`src/rtl/reg_wb_pkg.sv`:
```
// Shared definitions for the write-back arbiter: register-file geometry,
// requester index type and the two-way round-robin pick function.
package reg_wb_pkg;

  localparam int NUM_REGS = 32;
  localparam int REG_ID_W = 5;

  typedef enum logic {
    REQ_ALU = 1'b0,
    REQ_LSU = 1'b1
  } req_idx_t;

  // The requester that did not win last time takes a conflict.
  function automatic logic [1:0] rr_pick(input logic [1:0] req, input req_idx_t last);
    logic [1:0] gnt;
    case (req)
      2'b01:   gnt = 2'b01;
      2'b10:   gnt = 2'b10;
      2'b11:   gnt = (last == REQ_LSU) ? 2'b01 : 2'b10;
      default: gnt = 2'b00;
    endcase
    return gnt;
  endfunction

endpackage

```
`src/rtl/rr_arb2.sv`:
```
// Two-way round-robin arbiter: one-hot grant, last-grant pointer moves
// only when the grant is actually consumed (advance).
module rr_arb2
  import reg_wb_pkg::*;
(
  input  logic       clk,
  input  logic       rst,
  input  logic [1:0] req,
  input  logic       advance,
  output logic [1:0] gnt
);

  req_idx_t r_last;

  assign gnt = rr_pick(req, r_last);

  // Last-grant pointer; reset to the load unit so the ALU wins the first conflict.
  always_ff @(posedge clk) begin
    if (rst) begin
      r_last <= REQ_LSU;
    end else if (advance) begin
      r_last <= gnt[1] ? REQ_LSU : REQ_ALU;
    end else begin
      r_last <= r_last;
    end
  end

endmodule

```
`src/rtl/reg_wb_arbiter.sv`:
```
// Register-file write-back arbiter with optional pending-write scoreboard.
// Optional feature macro: REG_WB_SCOREBOARD_EN.
module reg_wb_arbiter
  import reg_wb_pkg::*;
#(
  parameter int DWIDTH = 32
) (
  input  logic                clk,
  input  logic                rst,
  input  logic                req0_valid,
  input  logic [REG_ID_W-1:0] req0_rd,
  input  logic [DWIDTH-1:0]   req0_data,
  output logic                req0_ready,
  input  logic                req1_valid,
  input  logic [REG_ID_W-1:0] req1_rd,
  input  logic [DWIDTH-1:0]   req1_data,
  output logic                req1_ready,
  output logic                we,
  output logic [REG_ID_W-1:0] rdst_id,
  output logic [DWIDTH-1:0]   rdst,
  input  logic                alloc_valid,
  input  logic [REG_ID_W-1:0] alloc_rd,
  input  logic [REG_ID_W-1:0] rs1_id,
  input  logic [REG_ID_W-1:0] rs2_id,
  output logic                rs1_busy,
  output logic                rs2_busy
);

  logic [1:0]          w_gnt;
  logic                w_hs;
  logic                r_we;
  logic [REG_ID_W-1:0] r_rdst_id;
  logic [DWIDTH-1:0]   r_rdst;

  rr_arb2 u_rr_arb2 (
    .clk     (clk),
    .rst     (rst),
    .req     ({req1_valid, req0_valid}),
    .advance (w_hs),
    .gnt     (w_gnt)
  );

  // Grant is already qualified by valid inside the arbiter.
  assign req0_ready = w_gnt[0] & ~rst;
  assign req1_ready = w_gnt[1] & ~rst;
  assign w_hs       = req0_ready | req1_ready;

  // Write-back register: capture the accepted request, r0 is never written.
  always_ff @(posedge clk) begin
    if (rst) begin
      r_we      <= 1'b0;
      r_rdst_id <= {REG_ID_W{1'b0}};
      r_rdst    <= {DWIDTH{1'b0}};
    end else if (req0_ready) begin
      r_we      <= (req0_rd != {REG_ID_W{1'b0}});
      r_rdst_id <= req0_rd;
      r_rdst    <= req0_data;
    end else if (req1_ready) begin
      r_we      <= (req1_rd != {REG_ID_W{1'b0}});
      r_rdst_id <= req1_rd;
      r_rdst    <= req1_data;
    end else begin
      r_we      <= 1'b0;
      r_rdst_id <= r_rdst_id;
      r_rdst    <= r_rdst;
    end
  end

  assign we      = r_we;
  assign rdst_id = r_rdst_id;
  assign rdst    = r_rdst;

`ifdef REG_WB_SCOREBOARD_EN
  logic [NUM_REGS-1:0] r_pending;
  logic [NUM_REGS-1:0] w_pending_nxt;

  // Clear on commit first so a same-edge allocation of that register wins.
  always_comb begin
    w_pending_nxt = r_pending;
    if (r_we) begin
      w_pending_nxt[r_rdst_id] = 1'b0;
    end else begin
      w_pending_nxt = r_pending;
    end
    if (alloc_valid && (alloc_rd != {REG_ID_W{1'b0}})) begin
      w_pending_nxt[alloc_rd] = 1'b1;
    end else begin
      w_pending_nxt[0] = 1'b0;
    end
    w_pending_nxt[0] = 1'b0;
  end

  // Pending-write bit per architectural register.
  always_ff @(posedge clk) begin
    if (rst) begin
      r_pending <= {NUM_REGS{1'b0}};
    end else begin
      r_pending <= w_pending_nxt;
    end
  end

  assign rs1_busy = r_pending[rs1_id];
  assign rs2_busy = r_pending[rs2_id];
`else
  logic w_unused_sb;

  assign w_unused_sb = ^{alloc_valid, alloc_rd, rs1_id, rs2_id};
  assign rs1_busy    = 1'b0;
  assign rs2_busy    = 1'b0;
`endif

endmodule

```
`config.mk`:
```
export PLATFORM = sky130hd
export DESIGN_NAME = reg_wb_arbiter
export DESIGN_NICKNAME = d
export VERILOG_FILES = /design/src/rtl/reg_wb_pkg.sv /design/src/rtl/rr_arb2.sv /design/src/rtl/reg_wb_arbiter.sv
export SDC_FILE = /design/constraint.sdc
export NUM_CORES = 1
export LEC_CHECK = 0
export CORE_UTILIZATION = 37
export CTS_CLUSTER_SIZE = 30
export DETAILED_ROUTE_END_ITERATION = 16
export GPL_ROUTABILITY_DRIVEN = 0
export PLACE_DENSITY_LB_ADDON = 0.12
export SYNTH_ARGS = -nofsm -noshare
export SYNTH_HDL_FRONTEND = slang
export SYNTH_SLANG_ARGS = --single-unit
```
`constraint.sdc`:
```
create_clock -name clk -period 2.2 [get_ports clk]
set_input_delay 0.55 -clock clk [delete_from_list [all_inputs] [get_ports clk]]
set_output_delay 0.55 -clock clk [all_outputs]
set_load 0.01 [all_outputs]
```
# Word-level counts from Yosys, hierarchy flattened
# Index checks and enable logic that the tools add are counted.
[word_totals]
reg_bits = 39
in_bits = 94
word_cells = 23
[op_classes]
eq_ne = 3
muxes = 9
n_bitwise = 4
n_reduce_logical = 3
[op_table]
columns = ["operator", "count"]
rows = [
  ["$mux 32", 2],
  ["$mux 5", 2],
  ["$reduce_bool 5->1", 2],
  ["$pmux 2 s3", 1],
  ["$eq 2x2->1 const B", 2],
  ["$mux 1", 3],
  ["$and 1x1->1", 2],
  ["$eq 2x1->1 const B", 1],
  ["$mux 2", 1],
  ["$reduce_bool 2->1", 1],
  ["$not 1->1", 1],
  ["$or 1x1->1", 1],
]

# Logic depth before layout (Yosys ltp)
# Gate-level depths: netlist of run 1.
[logic_depth]
ltp_word = 5
mapped_depth = 6
depth_no_buf = 3

# Modules after synthesis
# A second synthesis of run 1 with hierarchy kept.
[hier_totals]
cells_unflattened = 179
hier_area_um2 = 1919.3
[by_module_without_submodules]
columns = ["module", "instances", "cells_each", "area_per_inst_um2", "seq_area_each_um2"]
rows = [
  ["reg_wb_arbiter", 1, 173, 1865.5, 760.7],
  ["rr_arb2", 1, 6, 53.8, 20.0],
]

# Worst setup path before layout of run 1
# No wires, ideal clock.
[synth_path]
path_type = "input port to output port"
from = "input rst"
to = "output req0_ready"
t_arrival_ns = 1.126
t_required_ns = 1.650
path_slack_ns = 0.524
path_stages = 4
path_buffers = 2
path_cell_list = "buf_2 > inv_1 > o211a_4 > buf_2"
[synth_between]
elab_chain_len = 2
[synth_lines]
columns = ["element", "line_no", "rtl"]
rows = [
  ["start: declaration", "reg_wb_arbiter.sv:9", "input logic rst,"],
  ["$not 1->1", "reg_wb_arbiter.sv:44", "assign req0_ready = w_gnt[0] & ~rst;"],
  ["$and 1x1->1", "reg_wb_arbiter.sv:44", ""],
  ["end: declaration", "reg_wb_arbiter.sv:13", "output logic req0_ready,"],
]
# Every way passes these cells.

# Worst setup path after layout of run 1
[layout_path]
from = "input rst"
to = "output req1_ready"
[layout_between]
elab_chain_len = 2
[layout_lines]
columns = ["element", "line_no", "rtl"]
rows = [
  ["$not 1->1", "reg_wb_arbiter.sv:45", "assign req1_ready = w_gnt[1] & ~rst;"],
  ["$and 1x1->1", "reg_wb_arbiter.sv:45", ""],
  ["end: declaration", "reg_wb_arbiter.sv:17", "output logic req1_ready,"],
]
# Every way passes these cells.

==> impl_metrics.ini, run 1 <==
[outcome]
status = completed

[routing]
highest_layer = met4
viasPerCell = 5.42
routedWlPerCell_microns = 15.4
drt_iter0_markers = 132
num_vias = 2010
wirelength_mm = 5.72
wl_met3_microns = 333
wl_met1_mm = 2.54
ant_nets = 0
wl_met2_mm = 2.78
post-route-drc-count = 0
drt_first_pass_iters = 5

[cts]
clock_latency_ns = 0.29
root_buffer = clkbuf_8
cts_tree = yes
hold_buffers = 0
clockBufferDepth = 2
clk_pin_slew_ns = 0.08
numCtsBuffers = 5
post_cts_buffers = 0
htreeDepth = 2
cts_sinks = 39
cts_resized = 3

[finish]
fin_nets = 397
area_growth_pct = 75.6
layout-drive-gt1-share_pct = 7.57
antennaDiodeCount = 0
stdcell_area_sq_um = 3220

[worst_setup_path]
reg2reg_slack_ns = 0.81
endpoint_kind = output port
start_kind = primary input
crit_required_ns = 1.65
cp_num_buf_inv = 3
crit_chain = clkdlybuf4s50_1 > inv_1 > and3_1 > dlygate4sd2_1
critPathKind = in -> out
cp_max_fo = 3
cp_slowest_stage_delay_ns = 0.48
cp_top_family = buffers and inverters
worstPathArrival_ns = 1.56
crit_slowest_cell = clkdlybuf4s50_1

[synthesis]
synth.yosys.seq_area_share_pct = 42.6
ys_warn_count = 0
netlist_instances = 190
ys_ff_latch = 39
yosys.cell_types.count = 19
netlist.area_leader.share_pct = 42.6
synth_area_per_cell_sq_um = 9.65
synth_area_sq_um = 1830
synth_top_cell_by_area = dfxtp_1
netlist_top_cells_area = dfxtp_1 (43%), a221o_1 (20%), a2111oi_0 (18%), inv_1 (7.8%), clkbuf_1 (2.9%)

[power_and_ir_drop]
power_switching_mw = 0.451
switching_share_pct = 23.0
power_density_nw_per_um2 = 608
p_leak_nw = 1.30
intPower_mw = 1.51
total_power_mw = 1.96
power_frac_seq_pct = 40.7
pwr-share-clk_pct = 35.8
vdd_ir_drop_max_mv = 0.472
power_frac_comb_pct = 23.5

[global_route]
grt_pass1_wl_mm = 9.03
grt_usage_pct = 22.0
overflow = 0
grt_pass1_vias = 1918
antenna_found_initial = 0
grt_max_degree = 39

[sta]
fin_skew_ns = 0.0105
slew_viol_final = 0
fmax_ghz = 0.474
finalHoldViolCount = 0
rsz0062_at_grt = no
fin_crit_ns = 2.11
fin_crit_sh_pct = 96.0
setup_viol = 0

[floorplan]
coreArea_sq_um = 4750
ios = 136
die_area_sq_um = 5240
die_h_microns = 72.4
initial_core_util_pct = 38.6
row_count = 25
die_w_microns = 72.4

[min_path]
hp-class = reg -> reg

[placement]
postPlaceCellArea_sq_um = 3090
portBuffers = 117
dp_hpwl_mm = 3.93

[run]
drv_cap = 0
-- worst paths after layout --
path | startpoint | end | cells past startpoint
max | rst | req1_ready | 4
min | rdst_id[1]$_SDFFE_PP0P_ | rdst_id[1]$_SDFFE_PP0P_ | 1
max reg2reg | u_rr_arb2.r_last$_SDFFE_PP1P_ | rdst[17]$_SDFFE_PP0P_ | 3
min reg2reg | rdst_id[1]$_SDFFE_PP0P_ | rdst_id[1]$_SDFFE_PP0P_ | 1
-- stage by stage --
step                      utilization, %  setup slack (ns)  hold slack, ns  cells  TNS (ns)
final                               67.8            0.0885           0.489    371         0
after detailed placement            65.0            -0.243           0.467    363    -0.462
after floorplan                        -             0.524           0.525    191         0
after global routing                67.8            0.0257           0.505    371         0
after global placement              65.0            -0.220           0.469    363    -0.427
after CTS                           67.7            0.0152           0.493    371         0
-- synthesized netlist by cell type (all sizes together) --
master,number
conb,1
o21ai,1
clkbuf,14
nor3,3
a2111oi,37
inv,39
nor2,1
nand2,3
a221o,37
o211a,1
buf,11
dfxtp,39
a22o,1
and3,1
nand3,1
-- final cells by class --
type,instances,area [sq um]
Fill cell,399,1530
Timing Repair Buffer,130,1290
Multi-Input combinational cell,88,786
Sequential cell,39,781
Inverter,39,146
Tap cell,67,83.8
Clock buffer,6,72.6
Clock inverter,2,60.1
-- flip-flops by register name, indices dropped and copies added, names as in the netlist --
signal / count
we: 1
rdst: 32
u_rr_arb2.r_last: 1
rdst_id: 5
-- cell usage in the layout, fill, tap and decap left out, drive strengths merged --
cell	count
clkdlybuf4s50	113
dfxtp	39
o211a	1
inv	39
a22o	1
and3	1
nor3	3
conb	2
buf	13
a2111oi	37
nand3	1
bufinv	2
a221o	37
nand2	3
o21ai	1
nor2	1
dlymetal6s2s	1
dlygate4sd2	3
clkbuf	6
-- logic make-up (layout without fill, tap and decap cells) --
kind of cell / count (synthesis) / after routing / synth area share (%)
other cells: 1 / 2 / 0.204
flops: 39 / 39 / 42.6
compound gates: 77 / 77 / 39.6
buf+inv: 64 / 177 / 15.1
simple gates: 9 / 9 / 2.52
-- power groups by stage --
| stage | clock [mW] | sequential [mW] | combinational, mW |
|---|---|---|---|
| 2_1_floorplan | 0 | 0.837 | 0.141 |
| 3_3_place_gp | 0 | 0.811 | 0.460 |
| 3_5_place_dp | 0 | 0.811 | 0.463 |
| 4_1_cts | 0.716 | 0.797 | 0.463 |
| 5_1_grt | 0.747 | 0.803 | 0.494 |
| 6_report | 0.701 | 0.797 | 0.460 |
-- layer usage --
metal  track usage [%]  up-vias
met5                 0        -
met4              7.63        0
met3              5.28        8
met2              37.1       78
met1              27.3      957
li1                  -      967
Power figures use the tool's default switching activity.
==> run 2, diff against run 1 <==
--- a/config.mk
+++ b/config.mk
@@ -5,7 +5,7 @@
 export SDC_FILE = /design/constraint.sdc
 export NUM_CORES = 1
 export LEC_CHECK = 0
-export CORE_UTILIZATION = 37
+export CORE_UTILIZATION = 34
 export CTS_CLUSTER_SIZE = 30
 export DETAILED_ROUTE_END_ITERATION = 16
 export GPL_ROUTABILITY_DRIVEN = 0
==> constraint.sdc (replaced) <==
create_clock -name clk -period 2.3 [get_ports clk]
set_input_delay 0.575 -clock clk [delete_from_list [all_inputs] [get_ports clk]]
set_output_delay 0.575 -clock clk [all_outputs]
set_load 0.01 [all_outputs]
==> run 2 against run 1 <==
Compared with the run above: clock power is 15% lower; sequential cell count stayed put; total power is 8.2% lower; register-to-register slack worse by 0.05 ns; wire length is 4.4% higher; final area is 0.66% lower; hold slack worse by 0.00059 ns; critical endpoint is now req0_ready; largest cell class unchanged; highest routed layer unchanged.
==> impl_metrics.ini, run 2 (synthesis results as in run 1) <==
[floorplan]
die_w_microns = 75.5
ios = 136
die_h_microns = 75.5
coreArea_sq_um = 5140
die_area_sq_um = 5690
initial_core_util_pct = 35.7
row_count = 26

[routing]
highest_layer = met4
num_vias = 2010
viasPerCell = 5.39
wl_met1_mm = 2.62
drt_iter0_markers = 122
post-route-drc-count = 0
wl_met3_microns = 541
wl_met2_mm = 2.68
drt_first_pass_iters = 4
ant_nets = 0
routedWlPerCell_microns = 16.0
wirelength_mm = 5.97

[worst_setup_path]
reg2reg_slack_ns = 0.76
crit_slowest_cell = clkdlybuf4s50_1
r2r_end = rdst[28]$_SDFFE_PP0P_
worstPathArrival_ns = 1.66
r2r_start = u_rr_arb2.r_last$_SDFFE_PP1P_
cp_max_fo = 3
start_kind = primary input
crit_chain = clkdlybuf4s50_1 > inv_2 > o211a_4 > dlygate4sd2_1
crit_required_ns = 1.73
critPathKind = in -> out
cp_top_family = buffers and inverters
endpoint_kind = output port
ff2ff_path_depth = 3
cp_num_buf_inv = 3
cp_slowest_stage_delay_ns = 0.51

[power_and_ir_drop]
power_frac_seq_pct = 42.6
power_density_nw_per_um2 = 561
vdd_ir_drop_max_mv = 0.268
intPower_mw = 1.36
power_switching_mw = 0.439
pwr-share-clk_pct = 33.0
switching_share_pct = 24.4
p_leak_nw = 1.29
power_frac_comb_pct = 24.4

[finish]
instances_no_fill = 373
fin_nets = 396
largest_reg_flops = 32
antennaDiodeCount = 0
mostFrequentLayoutCells = clkdlybuf4s50_1 (114), dfxtp_1 (39), inv_1 (38)
layout-drive-gt1-share_pct = 7.59
layout_commonest_cell = clkdlybuf4s50_1
area_growth_pct = 74.5
fin_util_pct = 62.3
n_fill_cell = 482

[sta]
rsz0062_at_grt = no
fin_crit_ns = 2.23
finalHoldViolCount = 0
fin_crit_sh_pct = 97.0
setup_viol = 0
fmax_ghz = 0.448
slew_viol_final = 0
fin_skew_ns = 0.00590
setup_tns_ns = 0

[min_path]
hp-class = reg -> reg
min_to = rdst[30]$_SDFFE_PP0P_
hold_depth = 1
hold_start = rdst[30]$_SDFFE_PP0P_

[cts]
root_buffer = clkbuf_8
cts_tree = yes
htreeDepth = 2
clock_latency_ns = 0.29
numCtsBuffers = 5
post_cts_buffers = 0
clk_pin_slew_ns = 0.07
clockBufferDepth = 2
cts_sinks = 39

[global_route]
antenna_found_initial = 0
grt_pass1_vias = 1928
grt_usage_pct = 21.6
grt_max_degree = 39
grt_pass1_wl_mm = 9.37
overflow = 0

[run]
drv_cap = 0

[placement]
dp_cells = 365
dp_hpwl_mm = 3.90
portBuffers = 117

[outcome]
status = completed
[run 2: changes by cell type in the layout (fill, tap and decap cells not counted), sizes merged]
cell and change:
dlymetal6s2s -1, buf -1, clkdlybuf4s50 +1, bufinv -1, clkinv +1
[run 2: area by class of cell]
type,count,area (sq um),area share [%]
Sequential cell,39,781,24.4
Multi-Input combinational cell,88,786,24.6
Clock buffer,6,82.6,2.58
Inverter,39,146,4.57
Clock inverter,2,35.0,1.09
Tap cell,70,87.6,2.74
Timing Repair Buffer,129,1280,40.1
[run 2: worst reg2reg max path, stage by stage, from the launching register on]
cell and delay [ns]:
dfxtp_1 0.44, o211a_4 0.31, buf_4 0.26, a221o_1 0.41
[run 2: worst max path at each step]
stage	endpoint	startpoint	slack, ns	cells after the start
final	req0_ready	req1_valid	0.07	4
after global routing	req0_ready	req1_valid	0.03	4
after CTS	req0_ready	req1_valid	0.07	4
after detailed placement	req1_ready	req0_valid	-0.19	4
after global placement	req1_ready	req0_valid	-0.17	4
after floorplan	req0_ready	rst	0.57	4
[run 2: power groups by stage]
stage	Clock (mW)	Combinational, mW	Sequential, mW
6_report	0.593	0.439	0.765
4_1_cts	0.607	0.442	0.765
3_3_place_gp	0	0.439	0.779
5_1_grt	0.634	0.474	0.771
3_5_place_dp	0	0.442	0.778
2_1_floorplan	0	0.135	0.801
[run 2: per-layer routing]
layer / global-route usage [%] / vias to the layer above
li1: - / 967
met1: 27.1 / 932
met2: 35.0 / 98
met3: 5.82 / 13
met4: 9.26 / 0
met5: 0 / -
[run 2: repair_timing]
| action | CTS | global route |
|---|---|---|
| hold buffers | 0 | 0 |
| endpoints found under the setup margin | 2 | 0 |
| gates resized for setup | 3 | 0 |
[run 2: per-stage QoR]
step	power (mW)	cell area, sq um	hold WS, ns	worst slack, ns
2_1_floorplan	0.935	1840	0.525	0.574
3_3_place_gp	1.22	3090	0.469	-0.168
3_5_place_dp	1.22	3090	0.470	-0.191
4_1_cts	1.81	3200	0.493	0.0667
5_1_grt	1.88	3200	0.506	0.0290
6_report	1.80	3200	0.488	0.0689
==> run 3, diff against run 2 <==
--- a/config.mk
+++ b/config.mk
@@ -9,6 +9,7 @@
 export CTS_CLUSTER_SIZE = 30
 export DETAILED_ROUTE_END_ITERATION = 16
 export GPL_ROUTABILITY_DRIVEN = 0
+export MAX_ROUTING_LAYER = met4
 export PLACE_DENSITY_LB_ADDON = 0.12
 export SYNTH_ARGS = -nofsm -noshare
 export SYNTH_HDL_FRONTEND = slang
==> constraint.sdc (replaced) <==
create_clock -name clk -period 2.4 [get_ports clk]
set_input_delay 0.6 -clock clk [delete_from_list [all_inputs] [get_ports clk]]
set_output_delay 0.6 -clock clk [all_outputs]
set_load 0.01 [all_outputs]
==> run 3 against run 2 <==
Compared with the run above: count of clock-buffer cells in the layout up 1; cell count fell by 0.54%; sequential share of layout area up 0.40 points; global-route usage up 0.28 points; non-clock buffer count decreased by 2; combinational power fell by 4.8%; register-to-register slack better by 0.14 ns; first-iteration DRC count shrank 6.6%; critical endpoint unchanged; largest cell class unchanged; highest routed layer unchanged.
==> impl_metrics.ini, run 3 (synthesis results as in run 1) <==
[outcome]
status = completed

[global_route]
antenna_found_initial = 0
overflow = 0
grt_pass1_vias = 1950
grt_usage_pct = 21.9
grt_pass1_wl_mm = 9.05
grt_max_degree = 39

[placement]
postPlaceCellArea_sq_um = 3070
portBuffers = 117
dp_hpwl_mm = 3.84

[worst_setup_path]
cp_max_fo = 3
critPathKind = in -> out
crit_chain = clkdlybuf4s50_1 > inv_2 > o211a_4 > dlygate4sd2_1
worstPathArrival_ns = 1.68
cp_top_family = buffers and inverters
crit_required_ns = 1.80
crit_slowest_cell = clkdlybuf4s50_1
start_kind = primary input
cp_num_buf_inv = 3
endpoint_kind = output port
cp_slowest_stage_delay_ns = 0.51

[finish]
antennaDiodeCount = 0
area_growth_pct = 71.7
largest_reg_flops = 32
mostFrequentLayoutCells = clkdlybuf4s50_1 (114), dfxtp_1 (39), inv_1 (38)
stdcell_area_sq_um = 3150
fin_nets = 394
fin_util_pct = 61.3
layout-drive-gt1-share_pct = 6.31
layout_commonest_cell = clkdlybuf4s50_1

[power_and_ir_drop]
power_switching_mw = 0.415
power_frac_comb_pct = 26.4
pwr-share-clk_pct = 27.3
vdd_ir_drop_max_mv = 0.309
power_density_nw_per_um2 = 502
switching_share_pct = 26.2
intPower_mw = 1.17
total_power_mw = 1.58
p_leak_nw = 1.26
power_frac_seq_pct = 46.3

[floorplan]
ios = 136
coreArea_sq_um = 5140
die_w_microns = 75.5
row_count = 26
die_area_sq_um = 5690
die_h_microns = 75.5
initial_core_util_pct = 35.7

[sta]
tightest_slew_ns = 0.607
fin_skew_ns = 0.00872
fin_crit_ns = 2.28
fin_crit_sh_pct = 95.1
setup_viol = 0
slew_viol_final = 0
finalHoldViolCount = 0
fmax_ghz = 0.438
timing.hold.ws_ns = 0.486
rsz0062_at_grt = no
relSlewSlack_pct = 59.4

[routing]
highest_layer = met4
wirelength_mm = 5.84
wl_met2_mm = 2.69
drt_first_pass_iters = 4
post-route-drc-count = 0
wl_met3_microns = 490
wl_met1_mm = 2.60
viasPerCell = 5.33
num_vias = 1976
routedWlPerCell_microns = 15.7
ant_nets = 0
drt_iter0_markers = 114

[cts]
htreeDepth = 2
clk_pin_slew_ns = 0.07
numCtsBuffers = 5
hold_buffers = 0
root_buffer = clkbuf_8
clock_latency_ns = 0.29
clockBufferDepth = 2
cts_sinks = 39
cts_tree = yes
cts_resized = 3
post_cts_buffers = 0

[min_path]
hp-class = reg -> reg

[run]
drv_cap = 0
==> run 3: worst paths after layout <==
path,slack (ns),start,depth (start not counted),to
hold / removal,0.49,rdst[17]$_SDFFE_PP0P_,1,rdst[17]$_SDFFE_PP0P_
setup reg to reg,0.90,u_rr_arb2.r_last$_SDFFE_PP1P_,3,rdst[19]$_SDFFE_PP0P_
setup / recovery,0.12,req1_valid,4,req0_ready
hold reg to reg,0.49,rdst[17]$_SDFFE_PP0P_,1,rdst[17]$_SDFFE_PP0P_
==> run 3: layout make-up <==
cell class | instances | area (sq um)
clock buffer | 7 | 76.3
timing repair buffer | 127 | 1270
tap | 70 | 87.6
inverter | 39 | 146
fill | 466 | 1990
sequential | 39 | 781
multi-input combinational | 88 | 786
clock inverter | 1 | 5.00
==> run 3: stage by stage <==
stage / setup TNS, ns / instances / setup WS, ns
after floorplan: 0 / 191 / 0.624
after global routing: 0 / 371 / 0.0812
final: 0 / 371 / 0.118
after global placement: -0.210 / 363 / -0.116
after CTS: 0 / 371 / 0.112
after detailed placement: -0.240 / 363 / -0.133
==> run 3: per-layer routing <==
metal / track usage, % / vias up
met4: 7.20 / 0
li1: - / 959
met3: 6.08 / 7
met5: - / -
met1: 26.0 / 915
met2: 35.8 / 95
==> run 3: power groups by stage <==
stage | registers [mW] | clock network (mW) | logic [mW]
final | 0.732 | 0.432 | 0.418
after floorplan | 0.767 | 0 | 0.129
after detailed placement | 0.744 | 0 | 0.422
after CTS | 0.732 | 0.441 | 0.422
after global routing | 0.738 | 0.475 | 0.451
after global placement | 0.746 | 0 | 0.419
